**config.mk**
```make
export PLATFORM = sky130hd
export DESIGN_NAME = cmac_tx_capture
export DESIGN_NICKNAME = d
export VERILOG_FILES = /design/src/rtl/cmac_tx_capture.sv
export SDC_FILE = /design/constraint.sdc
export NUM_CORES = 1
export LEC_CHECK = 0
export CORE_AREA = 2 2 292 294
export DETAILED_ROUTE_END_ITERATION = 8
export DIE_AREA = 0 0 294 296
export DONT_BUFFER_PORTS = 1
export PLACE_DENSITY = 0.5
export SLEW_MARGIN = 20
export SYNTH_ARGS = -nofsm -noshare
export SYNTH_HDL_FRONTEND = slang
export SYNTH_SLANG_ARGS = --single-unit
```
**constraint.sdc**
```tcl
create_clock -name axis_aclk -period 32.1 [get_ports axis_aclk]
set_clock_uncertainty 0.2 [all_clocks]
set_input_delay 3.21 -clock axis_aclk [delete_from_list [all_inputs] [get_ports axis_aclk]]
set_output_delay 3.21 -clock axis_aclk [all_outputs]
set_load 0.05 [all_outputs]
```
**src/rtl/cmac_tx_capture.sv**
```systemverilog
// -----------------------------------------------------------------------------
// cmac_tx_capture
//   Observes a 512-bit AXI-Stream transmit path and produces one 64-bit status
//   record per frame. Each record carries the frame length, error flags, a
//   sequence number and a 32-bit XOR checksum. Records are queued in a small
//   status FIFO. Running statistics counters are kept alongside.
//
// Parameters
//   MIN_PKT_LEN  frames shorter than this (bytes) are flagged runt
//   MAX_PKT_LEN  frames longer than this (bytes) are flagged oversize
//   STAT_DEPTH   status FIFO entries (power of two, >= 2)
//
// Ports
//   axis_aclk, axis_aresetn       clock, synchronous active-low reset
//   s_axis_tx_*                   frame beat input (valid/data/keep/last/
//                                 tuser_err) and tready back-pressure
//   m_axis_stat_*                 status record output stream
//                                 record: [15:0] len, [16] runt, [17] oversize,
//                                 [18] keep_err, [19] user_err, [31:20] seq,
//                                 [63:32] checksum
//   clear_stats                   zeroes the statistics counters
//   stat_pkt_count/byte/err       statistics counters
// -----------------------------------------------------------------------------
module cmac_tx_capture #(
  parameter int unsigned MIN_PKT_LEN = 64,
  parameter int unsigned MAX_PKT_LEN = 1518,
  parameter int unsigned STAT_DEPTH  = 4
) (
  input  logic         axis_aclk,
  input  logic         axis_aresetn,
  input  logic         s_axis_tx_tvalid,
  input  logic [511:0] s_axis_tx_tdata,
  input  logic [63:0]  s_axis_tx_tkeep,
  input  logic         s_axis_tx_tlast,
  input  logic         s_axis_tx_tuser_err,
  output logic         s_axis_tx_tready,
  output logic         m_axis_stat_tvalid,
  output logic [63:0]  m_axis_stat_tdata,
  input  logic         m_axis_stat_tready,
  input  logic         clear_stats,
  output logic [31:0]  stat_pkt_count,
  output logic [47:0]  stat_byte_count,
  output logic [31:0]  stat_err_count
);

  localparam int unsigned PW      = $clog2(STAT_DEPTH);
  localparam logic [15:0] MIN_LEN = 16'(MIN_PKT_LEN);
  localparam logic [15:0] MAX_LEN = 16'(MAX_PKT_LEN);

  typedef enum logic [0:0] {
    IDLE   = 1'b0,
    IN_PKT = 1'b1
  } state_t;

  state_t state, state_nxt;

  // ---------------------------------------------------------------------------
  // Handshake
  // ---------------------------------------------------------------------------
  logic [PW:0] wr_ptr, rd_ptr;
  logic        fifo_full, fifo_empty;
  logic        accept, push, pop;

  assign fifo_empty = (wr_ptr == rd_ptr);
  assign fifo_full  = (wr_ptr[PW] != rd_ptr[PW]) &&
                      (wr_ptr[PW-1:0] == rd_ptr[PW-1:0]);

  assign s_axis_tx_tready = axis_aresetn && !fifo_full;
  assign accept           = s_axis_tx_tvalid && s_axis_tx_tready;
  assign push             = accept && s_axis_tx_tlast;

  // ---------------------------------------------------------------------------
  // Per-beat contributions
  // ---------------------------------------------------------------------------
  logic [6:0]   beat_bytes;
  logic [511:0] beat_masked;
  logic [31:0]  beat_csum;
  logic [63:0]  keep_plus1;
  logic         beat_keep_bad;

  always_comb begin
    beat_bytes  = '0;
    beat_masked = '0;
    beat_csum   = '0;
    for (int unsigned i = 0; i < 64; i++) begin
      beat_bytes = beat_bytes + 7'(s_axis_tx_tkeep[i]);
      beat_masked[i*8 +: 8] = s_axis_tx_tkeep[i] ? s_axis_tx_tdata[i*8 +: 8] : 8'h00;
    end
    for (int unsigned w = 0; w < 16; w++) begin
      beat_csum = beat_csum ^ beat_masked[w*32 +: 32];
    end
  end

  // A last-beat keep is legal only when it is a non-empty run of ones from
  // bit 0: adding one to such a mask clears every set bit.
  assign keep_plus1 = s_axis_tx_tkeep + 64'd1;

  always_comb begin
    if (s_axis_tx_tlast) begin
      beat_keep_bad = (s_axis_tx_tkeep == '0) ||
                      ((s_axis_tx_tkeep & keep_plus1) != '0);
    end else begin
      beat_keep_bad = (s_axis_tx_tkeep != '1);
    end
  end

  // ---------------------------------------------------------------------------
  // Frame accumulation
  // ---------------------------------------------------------------------------
  logic [15:0] acc_len;
  logic        acc_keep_err;
  logic [31:0] acc_csum;

  logic [15:0] base_len;
  logic        base_keep_err;
  logic [31:0] base_csum;
  logic [16:0] len_sum;
  logic [15:0] frame_len;
  logic        frame_keep_err;
  logic [31:0] frame_csum;
  logic        frame_runt, frame_over;
  logic [3:0]  frame_flags;
  logic [11:0] seq_num;
  logic [63:0] record;

  // In IDLE the accumulators are ignored, so the first beat of a frame always
  // starts from zero regardless of what a previous frame left behind.
  always_comb begin
    base_len      = '0;
    base_keep_err = 1'b0;
    base_csum     = '0;
    if (state == IN_PKT) begin
      base_len      = acc_len;
      base_keep_err = acc_keep_err;
      base_csum     = acc_csum;
    end
  end

  assign len_sum        = {1'b0, base_len} + {10'd0, beat_bytes};
  assign frame_len      = len_sum[16] ? 16'hFFFF : len_sum[15:0];
  assign frame_keep_err = base_keep_err | beat_keep_bad;
  assign frame_csum     = base_csum ^ beat_csum;
  assign frame_runt     = (frame_len < MIN_LEN);
  assign frame_over     = (frame_len > MAX_LEN);
  assign frame_flags    = {s_axis_tx_tuser_err, frame_keep_err, frame_over, frame_runt};
  assign record         = {frame_csum, seq_num, frame_flags, frame_len};

  always_ff @(posedge axis_aclk) begin
    if (!axis_aresetn) begin
      acc_len      <= '0;
      acc_keep_err <= 1'b0;
      acc_csum     <= '0;
    end else if (accept && !s_axis_tx_tlast) begin
      acc_len      <= frame_len;
      acc_keep_err <= frame_keep_err;
      acc_csum     <= frame_csum;
    end
  end

  // ---------------------------------------------------------------------------
  // Frame FSM
  // ---------------------------------------------------------------------------
  always_ff @(posedge axis_aclk) begin
    if (!axis_aresetn) begin
      state <= IDLE;
    end else begin
      state <= state_nxt;
    end
  end

  always_comb begin
    state_nxt = state;
    if (accept) begin
      state_nxt = s_axis_tx_tlast ? IDLE : IN_PKT;
    end
  end

  // ---------------------------------------------------------------------------
  // Sequence number (not affected by clear_stats)
  // ---------------------------------------------------------------------------
  always_ff @(posedge axis_aclk) begin
    if (!axis_aresetn) begin
      seq_num <= '0;
    end else if (push) begin
      seq_num <= seq_num + 12'd1;
    end
  end

  // ---------------------------------------------------------------------------
  // Status FIFO
  // ---------------------------------------------------------------------------
  logic [63:0] fifo_mem [STAT_DEPTH];

  assign m_axis_stat_tvalid = axis_aresetn && !fifo_empty;
  assign m_axis_stat_tdata  = m_axis_stat_tvalid ? fifo_mem[rd_ptr[PW-1:0]] : '0;
  assign pop                = m_axis_stat_tvalid && m_axis_stat_tready;

  always_ff @(posedge axis_aclk) begin
    if (push) begin
      fifo_mem[wr_ptr[PW-1:0]] <= record;
    end
  end

  always_ff @(posedge axis_aclk) begin
    if (!axis_aresetn) begin
      wr_ptr <= '0;
      rd_ptr <= '0;
    end else begin
      if (push) begin
        wr_ptr <= wr_ptr + 1'b1;
      end
      if (pop) begin
        rd_ptr <= rd_ptr + 1'b1;
      end
    end
  end

  // ---------------------------------------------------------------------------
  // Statistics counters; clear wins over a coincident push
  // ---------------------------------------------------------------------------
  always_ff @(posedge axis_aclk) begin
    if (!axis_aresetn || clear_stats) begin
      stat_pkt_count  <= '0;
      stat_byte_count <= '0;
      stat_err_count  <= '0;
    end else if (push) begin
      stat_pkt_count  <= stat_pkt_count + 32'd1;
      stat_byte_count <= stat_byte_count + {32'd0, frame_len};
      stat_err_count  <= stat_err_count + {31'd0, |frame_flags};
    end
  end

endmodule
```
## Yosys cells after proc, flatten, opt, wreduce, memory -nomap -nowiden

Memories as Yosys holds them, arrays and structs flattened. A register that Yosys moved wholly into a read port is not among the register bits.
Cells that the tools add are included.
W data, S select, Z words.

| operators by class | value |
|---|---|
| bitwise operators | 18 |
| multiply operators | 0 |
| div/mod/pow operators | 0 |
| shift operators | 0 |
| multiplexer cells | 75 |
| reduce and logical (&&, ||, !) cells | 16 |
| magnitude comparators | 2 |
| equality and inequality tests | 4 |
| add/subtract/negate cells | 71 |

Operator list:

| cell | count |
|---|---|
| $mux W8 | 64 |
| $xor A32 B32 Y32 | 16 |
| $add A7 B1 Y7 | 57 |
| $add A64 B1 Y64 const B | 1 |
| $and A64 B64 Y64 | 1 |
| $logic_not A64 Y1 | 1 |
| $mux W64 | 1 |
| $ne A64 B64 Y1 const B | 1 |
| $reduce_bool A64 Y1 | 1 |
| $add A48 B16 Y48 | 1 |
| $add A32 B1 Y32 | 1 |
| $add A32 B1 Y32 const B | 1 |
| $mux W16 | 2 |
| $mux W32 | 1 |
| $add A16 B7 Y17 | 1 |
| $gt A16 B11 Y1 const B | 1 |
| $lt A16 B7 Y1 const B | 1 |
| $add A12 B1 Y12 const B | 1 |
| $add A6 B1 Y7 | 1 |
| $logic_and A1 B1 Y1 | 7 |
| $add A3 B1 Y3 const B | 2 |
| $add A5 B1 Y6 | 1 |
| $add A4 B1 Y5 | 1 |
| $mux W1 | 5 |
| other kinds (11) | 16 |

| word-level totals | value |
|---|---|
| bits in writable memories | 256 |
| ROM bits | 0 |
| memories | 1 |
| bits in registers | 180 |
| logic and storage cells | 197 |
| input bits | 583 |
| output and inout bits | 178 |
| latch bits | 0 |

Memories:

| name | depth | width | rd ports | clocked after Yosys merged registers in | wr ports | line | source |
|---|---|---|---|---|---|---|---|
| fifo_mem | 4 | 64 | 1 | 1 | 1 | 192 | `logic [63:0] fifo_mem [STAT_DEPTH];` |

## Depth between registers and ports, before layout

| depth | value |
|---|---|
| depth after elaboration | 68 |
| gate-level depth with buffers | 34 |
| gate-level depth less buffers | 33 |

## Least setup slack after synthesis

No wires, ideal clock.

| path | value |
|---|---|
| path type | input -> register |
| start | in s_axis_tx_tkeep[39] |
| end | reg stat_byte_count[38] |
| slack | 19.750 ns |
| path buffers | 3 |
| data arrival time | 12.023 ns |
| cell stages on the path | 33 |
| cells stage by stage | clkbuf_1 -> inv_1 -> fa_1 -> inv_1 -> fa_1 -> fa_1 -> inv_1 -> fa_1 -> inv_1 -> fa_1 -> fa_1 -> fa_1 -> inv_1 -> fa_1 -> inv_1 -> fa_1 -> a21o_1 -> a221o_1 -> o2111ai_1 -> clkbuf_1 -> nand2_1 -> ha_1 -> fa_1 -> a211oi_1 -> nor2_1 -> o31ai_1 -> a22oi_1 -> a31oi_1 -> a22oi_1 -> buf_2 -> o211ai_1 -> xor2_1 -> nor2_1 |

| on the way | value |
|---|---|
| cells in the longest elaborated chain, start to end | 28 |

RTL lines:

| what | line | source |
|---|---|---|
| start, declared | 33 | `input logic [63:0] s_axis_tx_tkeep,` |
| $add A7 B1 Y7 (25 in series) | 86 | `beat_bytes = beat_bytes + 7'(s_axis_tx_tkeep[i]);` |
| $add A16 B7 Y17 | 139 | `assign len_sum = {1'b0, base_len} + {10'd0, beat_bytes};` |
| $mux W16 | 140 | `assign frame_len = len_sum[16] ? 16'hFFFF : len_sum[15:0];` |
| via frame_len[0] | 118 | `logic [15:0] frame_len;` |
| $add A48 B16 Y48 | 228 | `stat_byte_count <= stat_byte_count + {32'd0, frame_len};` |
| end signal, assigned | 228 |  |
| end, declared | 42 | `output logic [47:0] stat_byte_count,` |

The timed path passes the listed nets, and every way through them passes these cells.
A chain may end at the register's enable or synchronous reset.

## Worst setup path in the final report

| path | value |
|---|---|
| start | in s_axis_tx_tkeep[35] |
| end | reg stat_byte_count[45] |

| on the way | value |
|---|---|
| cells in the longest elaborated chain, start to end | 32 |

RTL lines:

| what | line |
|---|---|
| $add A7 B1 Y7 (29 in series) | 86 |
| $add A16 B7 Y17 | 139 |
| $mux W16 | 140 |
| via frame_len[2] | 118 |
| $add A48 B16 Y48 | 228 |

The timed path passes the listed nets, and every way through them passes these cells.

==> qor.csv <==
stage,metric,value,unit
grt,antenna_found_initial,49,
power,p_total,3.20,mW
setup_path,crit_type,in -> reg,
setup_path,cp.required,32.46,ns
cts,post_cts_buffers,0,
hold_path,holdPathStages,2,
placement,pre_cts_slack,19.00,ns
setup_path,cp.arrival,12.79,ns
cts,clk_latency,0.63,ns
routing,first_pass_iters,8,
setup_path,startpoint,s_axis_tx_tkeep[35],
synth,ys.flop_type,edfxtp_1,
synth,yosys_warnings,0,
die,rows,107,
cts,post_cts_resize_count,0,
sta,finalHoldViolations,0,
finish,design_area,30900,µm²
die,pin_count,761,
grt,grt_usage,27.7,%
routing,num_vias,21800,
cts,root_buffer,clkbuf_16,
synth,ys_types,70,
synth,synth_enable_flop_cells,256,
grt,grt_pass1_wl,167,mm
placement,dpl-instance-area,29000,µm²
sta,timing.slew.headroom,22.3,%
synth,synth_area,27900,µm²
power,comb_power_share,53.3,%
finish,area_growth,10.7,%
finish,fill_cells,8579,
cts,numClockSinks,438,
placement,gp_congestion,1.06,
sta,setup_viol,0,
sta,fmax,80.4,MHz
setup_path,crit_path_end,stat_byte_count[45],
routing,drt_iter0_markers,1929,
synth,postSynthCellCount,2947,
sta,holdWs,0.257,ns
sta,setup_ws,19.66,ns
placement,dp_hpwl,98.8,mm
grt,grt_overflow,0,
cts,cts_tree,built,
synth,yosysSeqAreaShare,40.6,%
die,dieArea,87000,µm²
die,core_region_area,84200,µm²
sta,slew_violations,0,
cts,cts_made_buffers,51,
setup_path,timing.rr.start,state,
placement,dp.cells,3919,
placement,io_buffers,0,
finish,drive_gt1_share,6.63,%
grt,grt_max_degree,84,
power,vdd.ir_drop.worst,0.228,mV
routing,ant_nets,0,
cts,postCtsHoldBufs,0,
cts,cts.clk_slew.worst_paths,0.06,ns
grt,grt_pass1_vias,20800,
synth,async_flop_share,0,%
power,power.switching,1.37,mW
setup_path,crit_top_cell,fa_1,
power,p_int,1.84,mW
sta,rsz0062_at_grt,false,
hold_path,hold_path.class,reg -> reg,
finish,fin_nets,3575,
run_status,status,finished clean,
finish,fin_cells,4048,
routing,drt-total-wl,125,mm
setup_path,worstRegToRegCells,26,
synth,syn_area_per_cell,9.47,µm²
routing,drc_errors,0,
power,seqPwrFrac,26.7,%
synth,ys_ff_latch,438,
cts,htreeDepth,2,
synth,syn_nets,3640,
sta,finalSetupTns,0,ns
setup_path,cp_max_fo,18,
power,power_leakage,10.8,nW
power,powerDensity,104,nW/µm²
setup_path,end_kind,register,
routing,wire_per_inst,30.8,µm
sta,fin_crit_sh,38.8,%
sta,worst_pin_slew,1.16,ns
setup_path,cp_slowest_stage_delay,0.75,ns
die,die-height,296,µm
finish,utilization,36.7,%
die,start_util,33.1,%
cts,cts_buffer_depth,3,
die,die_w,294,µm
sta,min_period,12.44,ns
setup_path,r2r-end,stat_byte_count[45],
flow_run,cap_viol_max_count,0,
power,p_sw_share,42.7,%
routing,drt-vias-per-instance,5.40,
power,pwr-share-clk,19.9,%
setup_path,cp-start-kind,input port,
setup_path,regToRegSetupSlack,22.19,ns
setup_path,cp_slowest_cell,o2111ai_1,
-- worst min path at each step --
stage / from / endpoint / slack, ns
after floorplan: acc_len[2] / acc_len[2] / 0.23
after CTS: acc_csum[22] / acc_csum[22] / 0.26
after global routing: acc_csum[14] / acc_csum[14] / 0.27
after global placement: acc_len[2] / acc_len[2] / 0.24
after detailed placement: acc_csum[3] / acc_csum[3] / 0.25
final: acc_csum[2] / acc_csum[2] / 0.26
-- state kept, by name, summed over array words and instances, names as in the netlist, named ones only --
name             count
acc_keep_err         1
fifo_mem           256
acc_len             16
stat_err_count      32
wr_ptr               3
state                1
stat_pkt_count      32
acc_csum            32
rd_ptr               3
seq_num             12
stat_byte_count     48
-- cell type report --
cell class	count	area (µm²)	share of cell area (%)
flip-flops and latches	438	11300	36.7
repair buffers	18	135	0.437
multi-input cells	2253	15700	50.7
inverters	120	452	1.46
clock inverters	34	513	1.66
diodes	34	85.1	0.275
well taps	1090	1360	4.41
clock buffers	61	1350	4.38
-- logic make-up after synthesis --
| family | Yosys count | synth area share (%) |
|---|---|---|
| AOI/OAI and AO/OA | 243 | 5.45 |
| muxes | 66 | 5.24 |
| buffers and inverters | 256 | 3.47 |
| adders and majority gates | 113 | 6.57 |
| DFF | 438 | 40.6 |
| and+or+nand+nor | 1208 | 19.1 |
| xor gates and xnor gates | 623 | 19.5 |
-- cell usage after synthesis, types with 9 or more instances --
cell / n / area, µm²
clkbuf_1: 123 / 462
edfxtp_1: 256 / 7690
xor2_1: 228 / 2000
nand2_1: 726 / 2730
fa_1: 57 / 1140
or3_1: 17 / 106
a21o_1: 9 / 67.6
nor2_1: 155 / 582
a211oi_1: 13 / 97.6
and2_1: 85 / 532
and3_1: 38 / 238
o21ai_0: 39 / 195
inv_1: 119 / 447
a21oi_1: 98 / 490
ha_1: 53 / 663
nor3_1: 25 / 125
xnor2_1: 395 / 3460
nand4_1: 39 / 244
dfxtp_1: 182 / 3640
nand3_1: 55 / 275
nor4_1: 18 / 113
o211ai_1: 13 / 97.6
mux4_2: 64 / 1440
-- worst max-delay path: cells and delay by family --
family	cells	cell delay, ns
compound gates	11	3.39
simple gates	2	0.84
fa+ha+maj	10	5.00
buf+inv	6	0.34
-- power groups by stage --
stage,registers (mW),logic (mW),clock network [mW]
floorplan,0.860,1.26,0
global placement,0.868,1.69,0
detailed placement,0.869,1.71,0
CTS,0.857,1.72,0.652
global route,0.860,1.92,0.673
finish,0.857,1.71,0.639
-- per-layer routing --
layer	up-vias	GRT usage, %	routed length [µm]
li1	9758	-	-
met1	10700	33.8	49100
met2	1110	43.1	56800
met3	297	8.84	11400
met4	14	15.8	7350
met5	-	0.998	92
-- cells in the final DEF, fill, tap and decap left out, types with 8 or more instances in the layout --
cell type	instances
nor3_1	25
ha_1	53
a21o_1	9
o211ai_1	13
inv_1	119
edfxtp_1	256
clkinv_2	12
xnor2_1	395
mux4_2	64
clkbuf_16	51
bufinv_16	10
a211oi_1	13
or3_1	17
fa_1	57
diode_2	34
nand4_1	39
and3_1	38
nand2_1	726
and2_1	81
a21oi_1	98
nor2_1	152
nor4_1	18
nand3_1	54
xor2_1	228
o21ai_0	39
buf_4	18
a21boi_0	8
dfxtp_1	179
(Power assumes the default switching activity.)
